==> src/rtl/softcpu_pkg.sv <==
// Shared soft-CPU definitions: instruction geometry, fetch FSM states and the
// opcode field position that control_matrix decodes.
package softcpu_pkg;

  localparam int INSTR_WIDTH     = 26;
  localparam int IP_WIDTH        = 16;
  localparam int BYTES_PER_INSTR = 4;
  localparam int BEAT_WIDTH      = $clog2(BYTES_PER_INSTR);
  localparam int WORD_WIDTH      = 8 * BYTES_PER_INSTR;
  localparam int OPCODE_MSB      = 25;
  localparam int OPCODE_LSB      = 22;

  typedef enum logic [1:0] {
    IDLE,
    FETCH,
    HOLD
  } fetch_state_t;

  function automatic logic [OPCODE_MSB-OPCODE_LSB:0] opcodeOf(
    input logic [INSTR_WIDTH-1:0] instr
  );
    return instr[OPCODE_MSB:OPCODE_LSB];
  endfunction

endpackage

==> src/rtl/fetch_timeout_counter.sv <==
// Counts consecutive cycles a fetch beat waits for the memory; flags expiry
// once the wait reaches TIMEOUT_CYCLES-1.
module fetch_timeout_counter #(
  parameter int TIMEOUT_CYCLES = 15
) (
  input  logic clock,
  input  logic reset_n,
  input  logic i_clear,
  input  logic i_inc,
  output logic o_expired
);

  logic [7:0] r_waitCnt;

  assign o_expired = (r_waitCnt == 8'(TIMEOUT_CYCLES - 1));

  // Saturates at the expiry value so a stalled caller never wraps the count.
  always_ff @(posedge clock or negedge reset_n) begin
    if (!reset_n) begin
      r_waitCnt <= '0;
    end else if (i_clear) begin
      r_waitCnt <= '0;
    end else if (i_inc && !o_expired) begin
      r_waitCnt <= r_waitCnt + 8'd1;
    end
  end

endmodule

==> src/rtl/instruction_fetch.sv <==
// Fetches one instruction as four little-endian byte beats from byte-wide
// memory and holds it for control_matrix behind a valid/ready handshake.
module instruction_fetch
  import softcpu_pkg::*;
#(
  parameter int MEM_ADDR_WIDTH = 18,
  parameter int TIMEOUT_CYCLES = 15
) (
  input  logic                      clock,
  input  logic                      reset_n,
  input  logic [IP_WIDTH-1:0]       instructionPointer,
  input  logic                      fetchEn,
  input  logic                      flush,
  output logic [MEM_ADDR_WIDTH-1:0] memAddress,
  output logic                      memRead,
  input  logic [7:0]                memData,
  input  logic                      memReady,
  output logic [INSTR_WIDTH-1:0]    instruction,
  output logic                      instrValid,
  input  logic                      instrReady,
  output logic                      instrIllegal,
  output logic                      busError
);

  fetch_state_t          r_state;
  logic [IP_WIDTH-1:0]   r_pc;
  logic [BEAT_WIDTH-1:0] r_beat;
  logic [WORD_WIDTH-1:0] r_buffer;
  logic [WORD_WIDTH-1:0] w_assembled;
  logic                  w_expired;
  logic                  w_cntClear;
  logic                  w_cntInc;

  assign memRead    = (r_state == FETCH);
  assign memAddress = MEM_ADDR_WIDTH'({r_pc, r_beat});

  assign w_cntClear = flush || (r_state != FETCH) || memReady;
  assign w_cntInc   = (r_state == FETCH) && !memReady;

  fetch_timeout_counter #(
    .TIMEOUT_CYCLES(TIMEOUT_CYCLES)
  ) u_timeout (
    .clock    (clock),
    .reset_n  (reset_n),
    .i_clear  (w_cntClear),
    .i_inc    (w_cntInc),
    .o_expired(w_expired)
  );

  // Buffer with the current beat's byte merged in; on the last beat this is the full word.
  always_comb begin
    w_assembled                 = r_buffer;
    w_assembled[8*r_beat +: 8]  = memData;
  end

  always_ff @(posedge clock or negedge reset_n) begin
    if (!reset_n) begin
      r_state      <= IDLE;
      r_pc         <= '0;
      r_beat       <= '0;
      r_buffer     <= '0;
      instruction  <= '0;
      instrValid   <= 1'b0;
      instrIllegal <= 1'b0;
      busError     <= 1'b0;
    end else begin
      busError <= 1'b0;
      if (flush) begin
        r_state    <= IDLE;
        r_beat     <= '0;
        r_buffer   <= '0;
        instrValid <= 1'b0;
      end else begin
        case (r_state)
          IDLE: begin
            if (fetchEn) begin
              r_pc    <= instructionPointer;
              r_beat  <= '0;
              r_state <= FETCH;
            end
          end
          FETCH: begin
            // A beat completing in the expiry cycle still counts as success.
            if (memReady) begin
              r_buffer <= w_assembled;
              r_beat   <= r_beat + 1'b1;
              if (r_beat == BEAT_WIDTH'(BYTES_PER_INSTR - 1)) begin
                r_state      <= HOLD;
                instrValid   <= 1'b1;
                instruction  <= w_assembled[INSTR_WIDTH-1:0];
                instrIllegal <= |w_assembled[WORD_WIDTH-1:INSTR_WIDTH];
              end
            end else if (w_expired) begin
              busError <= 1'b1;
              r_beat   <= '0;
              r_state  <= IDLE;
            end
          end
          HOLD: begin
            if (instrReady) begin
              instrValid <= 1'b0;
              if (fetchEn) begin
                r_pc    <= instructionPointer;
                r_beat  <= '0;
                r_state <= FETCH;
              end else begin
                r_state <= IDLE;
              end
            end
          end
          default: r_state <= IDLE;
        endcase
      end
    end
  end

endmodule

==> config.mk <==
export PLATFORM = sky130hd
export DESIGN_NAME = instruction_fetch
export DESIGN_NICKNAME = d
export VERILOG_FILES = /design/src/rtl/softcpu_pkg.sv /design/src/rtl/fetch_timeout_counter.sv /design/src/rtl/instruction_fetch.sv
export SDC_FILE = /design/constraint.sdc
export NUM_CORES = 1
export LEC_CHECK = 0
export BUFFER_PORTS_ARGS = -buffer_cell sky130_fd_sc_hd__clkbuf_2
export CORE_ASPECT_RATIO = 1.1
export CORE_UTILIZATION = 55
export CTS_CLUSTER_DIAMETER = 40
export DETAILED_ROUTE_END_ITERATION = 6
export PLACE_DENSITY = 0.84
export SLEW_MARGIN = 40
export SYNTH_ARGS = -nofsm -noshare
export SYNTH_HDL_FRONTEND = slang
export SYNTH_SLANG_ARGS = --single-unit
export TNS_END_PERCENT = 10
==> constraint.sdc <==
create_clock -name clock -period 2.2 [get_ports clock]
set_input_delay 0.33 -clock clock [delete_from_list [all_inputs] [get_ports clock]]
set_output_delay 0.33 -clock clock [all_outputs]
set_load 0.01 [all_outputs]
# [Word-level counts from Yosys, hierarchy flattened]
# Cells that the tools add are included.
# Widths: inputs -> output; s select.
[op_classes] add_sub_neg=3 muxes=31 order_cmp=0 shift=2 bitwise=1 n_reduce_logical=20 multipliers=0 div=0 n_eq_ne=12
[op_table] cell="$mux 32" count=3
[op_table] cell="$neg 5->34" count=1
[op_table] cell="$shift 8x34->32 const A" count=1
[op_table] cell="$shiftx 8x34->32" count=1
[op_table] cell="$bwmux 32" count=1
[op_table] cell="$mux 16" count=2
[op_table] cell="$pmux 16 s2" count=1
[op_table] cell="$mux 2" count=10
[op_table] cell="$mux 8" count=2
[op_table] cell="$pmux 2 s3" count=2
[op_table] cell="$reduce_and 4->1" count=3
[op_table] cell="$mux 1" count=9
[op_table] cell="$add 8x1->8 const B" count=1
[op_table] cell="$eq 8x4->1 const B" count=1
[op_table] cell="$reduce_bool 2->1" count=4
[op_table] cell="$ne 3x2->1 const B" count=2
[op_table] cell="$ne 3x3->1 const B" count=2
[op_table] cell="$reduce_and 3->1" count=2
[op_table] cell="$reduce_or 6->1" count=1
[op_table] cell="$eq 2x2->1 const B" count=2
[op_table] cell="$ne 4x2->1 const B" count=1
[op_table] cell="$ne 4x3->1 const B" count=1
[op_table] cell="$reduce_bool 4->1" count=1
[op_table] cell="$reduce_bool 3->1" count=1
[op_table] cell="11 further kinds" count=14
[word_totals] output_inout_bits=48 in_bits=30 regBits=89 latchBits=0 rom_bits=0 mem_count=0 wordCells=78 mem_bits_rw=0

# [Depth between registers and ports, before layout]
# Gate-level depths: netlist of run 1.
[logic_depth] ltp_word=6 ltp_mapped=7 mapped_depth_nobuf=6

# [By module]
# A second synthesis of run 1 with hierarchy kept.
[hier_totals] cells_unflattened=406 area_unflattened_um2=4245.3
[by_module_without_submodules] module="instruction_fetch" cells_each=355 instances=1 area_each_um2=3761.1
[by_module_without_submodules] module="fetch_timeout_counter" cells_each=51 instances=1 area_each_um2=484.2

# [Least setup slack after synthesis of run 1]
# Ideal clock, no wire load.
[synth_path] path_type="flip-flop to flip-flop" startpoint="register r_beat[0]" endpoint="register r_buffer[16]" setup_slack_ns=0.254 setup_ns=0.066 stages_incl_launch_ff=7 arrival_time_ns=1.880 required_time_ns=2.134 n_path_buf=1 path_cell_list="dfrtp_1 -> inv_2 -> ha_1 -> nor4b_4 -> and2_1 -> buf_2 -> a22o_1"
[synth_via] elab_chain_cells=6 word_cells_on_any_way=7 classes_between="1 x add/sub; 2 x shift; 4 x mux"
[synth_lines] item="start, declared" line_no="instruction_fetch.sv:27" rtl="logic [BEAT_WIDTH-1:0] r_beat;"
[synth_lines] item="start signal, assigned" line_no="instruction_fetch.sv:86" rtl="r_beat <= r_beat + 1'b1;"
[synth_lines] item="$neg 5->34 *" line_no="instruction_fetch.sv:53" rtl="w_assembled[8*r_beat +: 8] = memData;"
[synth_lines] item="$shiftx 8x34->32 / $shift 8x34->32 (equally long branches)" line_no="instruction_fetch.sv:53"
[synth_lines] item="$bwmux 32 *" line_no="instruction_fetch.sv:53"
[synth_lines] item="$mux 32 *" line_no="instruction_fetch.sv:84" rtl="if (memReady) begin"
[synth_lines] item="$mux 32 *" line_no="instruction_fetch.sv:74" rtl="case (r_state)"
[synth_lines] item="$mux 32 *" line_no="instruction_fetch.sv:68" rtl="if (flush) begin"
[synth_lines] item="end signal, assigned" line_no="instruction_fetch.sv:85" rtl="r_buffer <= w_assembled;"
[synth_lines] item="end, declared" line_no="instruction_fetch.sv:28" rtl="logic [WORD_WIDTH-1:0] r_buffer;"
# Mark *: on every way between the ends. The rest lies on a longest branch, timed or not. The select of a mux whose other input is x is not followed.
# A chain may end at the register's enable or synchronous reset.

# [Final worst setup path of run 1]
[layout_path] startpoint="register r_beat[1]" endpoint="register r_buffer[25]"
# The elaborated chain is that of the path after synthesis.

==> impl_results.md, run 1 <==
- # diodes: 0
- Syn Std Cell Area: 3890 sq um
- Maximum vdd ir drop: between 0.4 and 0.5 mV
- PwrDens: slightly above 700 nW/um^2
- Die area: 7410 sq um
- Core Util, Final: a little under 70%
- RSZ-0062 raised after global routing: no
- Post-DP Area: 4360 sq um
- Final Power: 3.28 mW
- Ratio of cells with drive above 1 in the final layout: 29.9%
- GRT Total Usage: 25.8%
- Tcrit/Tclk final: a little over four fifths
- Setup crit end kind: flop
- Remaining DRCs: 0
- Slew Limit Headroom: 60.5%
- Clk_lat worst skew: 350 ps
- Critical Path Max Stage Delay: 450 ps
- P_leak: roughly 2.3 nW
- Post-Route WL: 8400 um
- Hold WC Path Type: input pin to flop
- CTS Buf Count: 9
- CP top delay family: simple AND/OR/NAND/NOR gates
- Cell area after layout: between 4000 and 5000 sq um
- Critical Path RT: 2480 ps
- DP HPWL: 5770 um
- Post-detailed-route count of antenna-violating nets: 0
- Vias in the first global route: 2793
- # setup viols final: 0
- Fill cell count: 508
- Core Area: ~6700 sq um
- Routability Congestion: roughly 0.87
- Worst path bufs/invs: 1
- Clock-pin slew on the worst setup and hold paths: around 80 ps
- Main area contributors after synthesis: dfrtp_1, a22o_1, nor2_1, a221oi_1, mux2_1
- Ys async rst share: between 90% and 100%
- Critical path's slowest cell: dfrtp_1
- Clock H-tree levels: 3
- Die Y: about 90 um
- Wire per inst: 17.0 um
- EDFF count, synth: 0
- Row count: 31
- Initial antenna violation count: 0
- Dominant cell type by area after synthesis: dfrtp_1
- Slew at the pin closest to its max-slew limit: 593 ps
- PortBufs: 77
- Worst-path fanout max: 7
- Final Hold Viols: 0
- FF+latch count, synth: a little under 90
- Die Wd: 82.2 um
- Syn. warnings: 0
- Startpoint class of the critical path: flop
- Status: complete, no violations
- Setup TNS: 0 ps
- Commonest cells after routing, fill and taps aside: dfrtp_1, clkbuf_2, nor2_1
- Cells after synthesis: 331
- Pre-antenna DRT Iters: 5
- Via count: 2894
- Initial drt markers: 154
- Minimum clock period: 1850 ps
- Remaining Overflow, GRT: 0
- Maximum root-to-sink buffer count: 2
- Pins over their slew limit: 0
- Yosys cell types: 43
- CTS sink count: 89
- Worst-path cell chain: inv_1 > ha_1 > nor3_2 > and3_1 > a22o_1
- Average vias per placed instance: approximately 6
- Most common cell after layout, fill and taps aside: dfrtp_1
- Post-synth net total: between 300 and 400
- Max-Cap Viols: 0
- Post-synth top flop: dfrtp_1
- CTS tree: done
- Achievable Freq: 541 MHz
- Clock root cell: clkbuf_8
- Clock skew: 8.88 ps
- Hold WS: 186 ps
- First-pass GRT wire length: 14100 um
- Seq/Total Area, Yosys: a little under three fifths
- Starting Density: 58.0%
- Worst Path Arrival: around 2100 ps
- Top cell type's share of synthesized area: 57.3%
- Largest net degree at the start of global routing: 47
- Layout overhead on the synthesized area: 17.4%
- I/O pin count: 78
- Nets: 446
- Syn Area/Cell: 11.7 sq um
- CP Class: flop to flop
## flip-flops by register name, indices dropped and copies added, names as in the netlist
signal	count
instruction	26
r_beat	2
r_state	2
u_timeout.r_waitCnt	8
busError	1
instrValid	1
r_pc	16
instrIllegal	1
r_buffer	32
## layout make-up
cell class / count / area (sq um) / share of cell area, %
timing repair buffer: 88 / 485 / 10.6
clock buffer: 12 / 155 / 3.40
multi-input combinational: 212 / 1530 / 33.4
sequential: 89 / 2230 / 48.8
inverter: 8 / 30.0 / 0.658
clock inverter: 3 / 40.0 / 0.877
tap: 82 / 103 / 2.25
## power breakdown
group,internal (mW),switching [mW],total [mW]
sequential,1.72,0.0487,1.77
combinational,0.168,0.233,0.401
clock,0.578,0.537,1.12
## Yosys cell counts (2+ instances only)
cell type,instances
nor2b_1,3
nand2_1,5
a21oi_2,4
xor2_1,5
clkbuf_1,4
inv_1,6
a211oi_1,2
ha_1,8
mux2_2,7
xnor2_1,2
nor2_1,63
inv_2,2
a22o_1,32
buf_1,5
a21oi_1,3
a221oi_1,24
o21ai_0,3
buf_2,10
nand2b_1,5
and3_1,3
mux2_1,10
buf_4,3
and2_1,5
dfrtp_1,89
nor3_2,2
nand3_1,6
a31oi_1,4
## stage by stage
| stage | cells | setup WS (ps) |
|---|---|---|
| after floorplan | 331 | 254 |
| after detailed placement | 478 | 380 |
| after global routing | 494 | 201 |
| after CTS | 494 | 352 |
| after global placement | 478 | 476 |
| final | 494 | 350 |
## path summary, 6_finish.rpt
check	start	endpoint	slack (ps)	cells after the start
worst max-delay path	r_beat[1]	r_buffer[25]	350	5
worst max register to register	r_beat[1]	r_buffer[25]	350	5
min in group asynchronous	reset_n	u_timeout.r_waitCnt[2]	530	2
max in group asynchronous	reset_n	r_buffer[20]	1040	3
worst min-delay path	instructionPointer[7]	r_pc[7]	190	2
worst min register to register	instruction[25]	instruction[25]	480	2
## cells by family after synthesis
kind of cell	synth area share (%)
and+or+nand+nor	13.9
muxes	4.92
buffers and inverters	3.51
adders and majority gates	2.57
DFF	57.3
xor gates and xnor gates	1.58
AOI/OAI and AO/OA	16.3
## routing by layer
| metal | wire, um | vias up | GRT usage [%] |
|---|---|---|---|
| met5 | 0 | - | 0 |
| li1 | - | 1349 | - |
| met2 | 4180 | 103 | 39.1 |
| met4 | 265 | 0 | 13.5 |
| met1 | 3510 | 1419 | 35.3 |
| met3 | 449 | 23 | 4.06 |
## repair_timing
item / 4_1_cts / 5_1_grt
hold buffers: 1 / 0
hold endpoints to repair: 24 / 0
setup endpoints to repair: 0 / 0
buffers inserted: 0 / 0
gates resized for setup: 0 / 0
No activity file was read; power rests on OpenSTA's default activity.
==> run 2, diff against run 1 <==
Settings changed: ABC_AREA set to 1, PLACE_DENSITY 0.84 to 0.83.
Clock period 2.2 ns to 1.9 ns, I/O delays scaled along.
==> run 2 against run 1 <==
Effect of this change: the flow now finishes with violations (design-rule violations); die area grew 4.6%; wire length increased by 13%; power increased by 21%; first-iteration DRC count increased to 2.9 times the previous value; critical path type unchanged; clock power up 29%; largest cell class unchanged; highest routed layer unchanged.
==> impl_results.md, run 2 <==
- Status: finished with violations
- Violated checks: design-rule violations
- Hold Path Depth: 3
- Post-synth net total: 516
- Maximum root-to-sink buffer count: 2
- Layout overhead on the synthesized area: 18.4%
- Remaining DRCs: 1
- # setup viols final: 0
- Syn Std Cell Area: 4070 sq um
- Clock H-tree levels: 3
- Startpoint class of the critical path: flop
- I/O pin count: 78
- Clk_lat worst skew: 360 ps
- Dominant cell type by area after synthesis: dfrtp_1
- Slew at the pin closest to its max-slew limit: 527 ps
- Clock skew: just over 7 ps
- Row count: 32
- Worst slack at placement: 1.43 ps
- Top post-synthesis cells by count: nand2_1, dfrtp_1, inv_1
- Post-detailed-route count of antenna-violating nets: 0
- Pre-antenna DRT Iters: 7
- Die area: 7750 sq um
- Wire per inst: 14.6 um
- Reg-to-Reg Start: r_beat[1]
- Post-DP Area: 4560 sq um
- CTS Buf Count: 9
- CTS sink count: 89
- Worst Path Arrival: 2070 ps
- Via count: 3571
- Worst Slack Setup Final: 119 ps
- Hold Path End: r_pc[15]
- Largest family of logic cells by synthesized area: simple AND/OR/NAND/NOR gates
- Core Area: around 7100 sq um
- PortBufs: between 70 and 80
- Slew Limit Headroom: 64.8%
- Post-Route WL: 9520 um
- Largest registers: r_buffer x32, instruction x26, r_pc x16
- Cells after synthesis: ~480
- Fill cell count: 571
- PwrDens: between 800 and 900 nW/um^2
- Max-Cap Viols: 0
- Syn. warnings: 0
- Seq/Total Area, Yosys: between 50 and 60%
- DP HPWL: 6680 um
- Maximum vdd ir drop: 0.688 mV
- Hold Path Origin: instructionPointer[15]
- Routability Congestion: 0.876
- EDFF count, synth: 0
- Ratio of cells with drive above 1 in the final layout: 22.2%
- Vias in the first global route: 3488
- P_leak: 2.56 nW
- Starting Density: 57.4%
- Setup crit end kind: flop
- GRT Total Usage: 26.7%
- Remaining Overflow, GRT: 0
- Worst-path fanout max: 6
- Most common cell after layout, fill and taps aside: nand2_1
- FF+latch count, synth: 89
- Largest register FFs: 32
- Hold WC Path Type: input pin to flop
- Cell area after layout: 4820 sq um
- Count leader, synth: nand2_1
- R2R cell count: 8
- Commonest cells after routing, fill and taps aside: nand2_1, dfrtp_1, clkbuf_2
- CTS tree: done
- Initial antenna violation count: 0
- # diodes: 0
- CP Class: flop to flop
- Hold WS: 143 ps
- Syn Area/Cell: 8.51 sq um
- R2R Setup Slk: roughly 120 ps
- Final Hold Viols: 0
- Yosys cell types: 31
- Largest net degree at the start of global routing: 37
- Average vias per placed instance: 5.47
- Post-Synth Adder-Cell Area: 2.46%
- Critical Path RT: 2180 ps
- Top cell type's share of synthesized area: 54.7%
- Pins over their slew limit: 0
- Main area contributors after synthesis: dfrtp_1, nand2_1, inv_1, o21ai_0, o22ai_1
- Synth Area in Compound Gates: approximately an eighth
- Initial drt markers: 451
- Die Wd: between 80 and 90 um
- Post-Synth Simple-Gate Area: roughly a fifth
- Die Y: 92.2 um
- Achievable Freq: 562 MHz
- Minimum clock period: 1780 ps
- Clock root cell: clkbuf_8
- Clock-pin slew on the worst setup and hold paths: ~80 ps
- Post-synth top flop: dfrtp_1
- Nets: 601
- Largest register by flop count: r_buffer
- First-pass GRT wire length: ~16000 um
- Post-Synth XOR/XNOR Area: less than 1%
- Tcrit/Tclk final: a little over nine tenths
- Mux cell area share after synthesis: 0%
- Ys async rst share: 100%
- Worst R2R End: r_buffer[11]
==> run 2: changes by cell type in the layout (fill, tap and decap cells not counted), sizes merged, moves of 4 or more <==
| cell | delta |
|---|---|
| nand2 | +143 |
| inv | +59 |
| o21ai | +52 |
| a22o | -32 |
| nor2 | -32 |
| a221oi | -24 |
| o22ai | +20 |
| mux2 | -17 |
| nand3 | +15 |
| and2 | -5 |
| nand2b | -5 |
| nor2b | -4 |
| xor2 | -4 |
==> run 2: where the power goes <==
group | internal [mW] | leakage, nW | switching, mW
Clock | 0.815 | 0.111 | 0.636
Combinational | 0.175 | 1.23 | 0.315
Sequential | 1.98 | 1.21 | 0.0550
Total | 2.97 | 2.56 | 1.01
==> run 2: logic make-up (layout without fill, tap and decap cells) <==
| group | after synthesis | in the layout |
|---|---|---|
| xor+xnor | 1 | 1 |
| simple gates | 206 | 206 |
| buf+inv | 83 | 173 |
| flops | 89 | 89 |
| compound gates | 91 | 91 |
| fa+ha+maj | 8 | 8 |
==> run 2: area by class of cell <==
type                    instances  area (sq um)  area share, %
clock buffers                  14           163           3.37
repair buffers                 90           513           10.6
inverters                      67           254           5.27
multi-input cells             306          1500           31.0
flip-flops and latches         89          2230           46.2
clock inverters                 2          60.1           1.25
well taps                      85           106           2.21
==> run 2: repair_timing <==
action | CTS | global route
pin swaps | 1 | 1
hold buffers | 1 | 0
hold endpoints to repair | 33 | 0
setup buffers | 1 | 1
setup endpoints to repair | 3 | 33
gates resized for setup | 0 | 6
==> run 2: per-stage QoR <==
stage	TNS [ps]	cells	utilization (%)	total power [mW]
floorplan	0	478	-	2.31
global placement	0	634	64.3	2.52
detailed placement	0	634	64.3	2.54
CTS	0	652	67.7	3.99
global route	-31.0	653	68.0	4.14
finish	0	653	68.0	3.97
==> run 2: how the worst max path moves through the flow <==
stage / from / to / slack, ps / depth (start not counted)
3_3_place_gp: r_beat[1] / r_buffer[2] / 90 / 7
6_report: r_beat[1] / r_buffer[11] / 120 / 8
5_1_grt: r_beat[0] / r_buffer[11] / -30 / 8
2_1_floorplan: r_beat[0] / r_buffer[0] / 130 / 8
3_5_place_dp: r_beat[0] / r_buffer[1] / 1 / 7
4_1_cts: r_beat[0] / r_buffer[19] / 0.9 / 7
==> run 2: critical path, cell delays in order, from the launching register on <==
cell and delay, ps:
dfrtp_2 450, inv_1 120, ha_1 320, nand2_1 260
nor2_2 200, nand3_1 90, o21ai_0 120, nand2_1 80
o21ai_1 80
==> run 2: per-layer routing <==
metal	part of all wire [%]	track usage [%]	wire length (um)
met3	5.6	5.85	531
met4	2.4	10.2	229
met2	50	44.7	4790
met5	0	0	0
met1	42	34.0	3970
==> run 3, diff against run 2 <==
Settings changed: CORE_ASPECT_RATIO 1.1 to not set.
==> run 3 against run 2 <==
Effect of this change: the flow finishes with violations (negative setup slack); register-to-register slack got worse by 140 ps; global-route usage decreased by 0.64 points; sequential share of layout area is 0.10 points lower; highest routed layer unchanged; flip-flop and latch count stayed put; via count decreased by 2.2%.
==> impl_results.md, run 3 (synthesis gave the netlist of run 2 again) <==
- Hold WC Path Type: input pin to flop
- Post-Route WL: just over 9000 um
- Clock root cell: clkbuf_8
- Multi-input logic area: 1490 sq um
- PortBufs: 77
- Via count: 3493
- Register area: ~2200 sq um
- Remaining Overflow, GRT: 0
- Core Util, Final: 69.1%
- Clock-pin slew on the worst setup and hold paths: 90 ps
- Routability Congestion: 0.931
- Setup crit end kind: flop
- Minimum clock period: 1920 ps
- Violated checks: negative setup slack
- Worst slack at placement: ~13 ps
- Max-Cap Viols: 0
- Core Area: ~7000 sq um
- Die Wd: roughly 88 um
- Vias in the first global route: 3299
- Final Power: a little over 4 mW
- Layout overhead on the synthesized area: 18.6%
- Remaining DRCs: 0
- Wire per inst: 14.0 um
- Clk_lat worst skew: 360 ps
- Die area: 7750 sq um
- # diodes: 0
- Largest register by flop count: r_buffer
- Commonest cells after routing, fill and taps aside: nand2_1, dfrtp_1, clkbuf_2
- Clock skew: 5.78 ps
- Largest register FFs: 32
- Average vias per placed instance: 5.27
- Worst Path Arrival: 2180 ps
- Die Y: 88.0 um
- CTS tree: done
- CP Class: flop to flop
- Post-detailed-route count of antenna-violating nets: 0
- Final Hold Viols: 0
- Clock H-tree levels: 3
- Initial antenna violation count: 0
- Startpoint class of the critical path: flop
- CTS Buf Count: 9
- I/O pin count: slightly below 80
- # setup viols final: 3
- DP HPWL: 6570 um
- Nets: 600
- Starting Density: 58.3%
- CTS sink count: 89
- Placed cells: 645
- Worst-path fanout max: 8
- PwrDens: 839 nW/um^2
- Maximum vdd ir drop: 0.529 mV
- Achievable Freq: 522 MHz
- GRT Total Usage: roughly a quarter
- Fill cell count: 579
- Slew Limit Headroom: a little over two thirds
- First-pass GRT wire length: 15400 um
- Largest registers: r_buffer x32, instruction x26, r_pc x16
- Largest net degree at the start of global routing: 50
- Row count: 30
- P_leak: 2.55 nW
- Most common cell after layout, fill and taps aside: nand2_1
- Tcrit/Tclk final: 101%
- Status: finished with violations
- Maximum root-to-sink buffer count: 2
- Initial drt markers: 279
- Pins over their slew limit: 0
- Critical Path RT: 2170 ps
- Slew at the pin closest to its max-slew limit: 457 ps
- Post-Layout Cell Count: 663
- Ratio of cells with drive above 1 in the final layout: 21.9%
- RSZ-0062 raised after global routing: yes
- Worst Slack Setup Final: -16.1 ps
- Pre-antenna DRT Iters: 5
[run 3: layer usage]
metal  track usage [%]  wire [um]
met5                 0          0
met4              8.65        178
met3              8.29        575
met2              41.6       4410
met1              33.9       4090
[run 3: layout make-up]
cell class	instances	share of cell area, %
clock buffers	9	2.57
clock inverters	7	2.46
inverters	67	5.26
multi-input cells	306	30.9
flip-flops and latches	89	46.1
well taps	96	2.49
repair buffers	89	10.2
[run 3: stage by stage]
stage / area (sq um) / hold WS [ps] / setup TNS [ps]
2_1_floorplan: 4070 / -10.6 / 0
6_report: 4830 / 147 / -34.7
4_1_cts: 4810 / 132 / 0
3_5_place_dp: 4560 / 209 / 0
3_3_place_gp: 4560 / 210 / 0
5_1_grt: 4830 / 146 / -2090
[run 3: path summary, 6_finish.rpt]
check | depth (start not counted) | endpoint | slack, ps | startpoint
worst min register to register | 2 | instruction[10] | 490 | instruction[10]
worst max-delay path | 7 | r_buffer[3] | -20 | r_beat[1]
max in group asynchronous | 3 | instruction[8] | 970 | reset_n
min in group asynchronous | 2 | r_pc[5] | 360 | reset_n
worst min-delay path | 3 | r_pc[7] | 150 | instructionPointer[7]
worst max register to register | 7 | r_buffer[3] | -20 | r_beat[1]
[run 3: repair_timing]
action	in CTS	in global routing
buffers inserted	0	1
setup endpoints to repair	0	37
hold buffers	1	0
endpoints found under the hold margin	22	0
gates resized for setup	0	2
[run 3: critical path: stages, from the launching register on]
cell and delay [ps]:
dfrtp_1 450, inv_1 110, ha_1 360, inv_1 140, nand4_1 310, o22ai_1 280
nand2_1 90, o21ai_0 90
[run 3: where the power goes]
group	switching (mW)	internal [mW]	leakage, nW
sequential	0.0500	1.98	1.22
clock	0.673	0.872	0.115
combinational	0.309	0.163	1.22
total	1.03	3.01	2.55
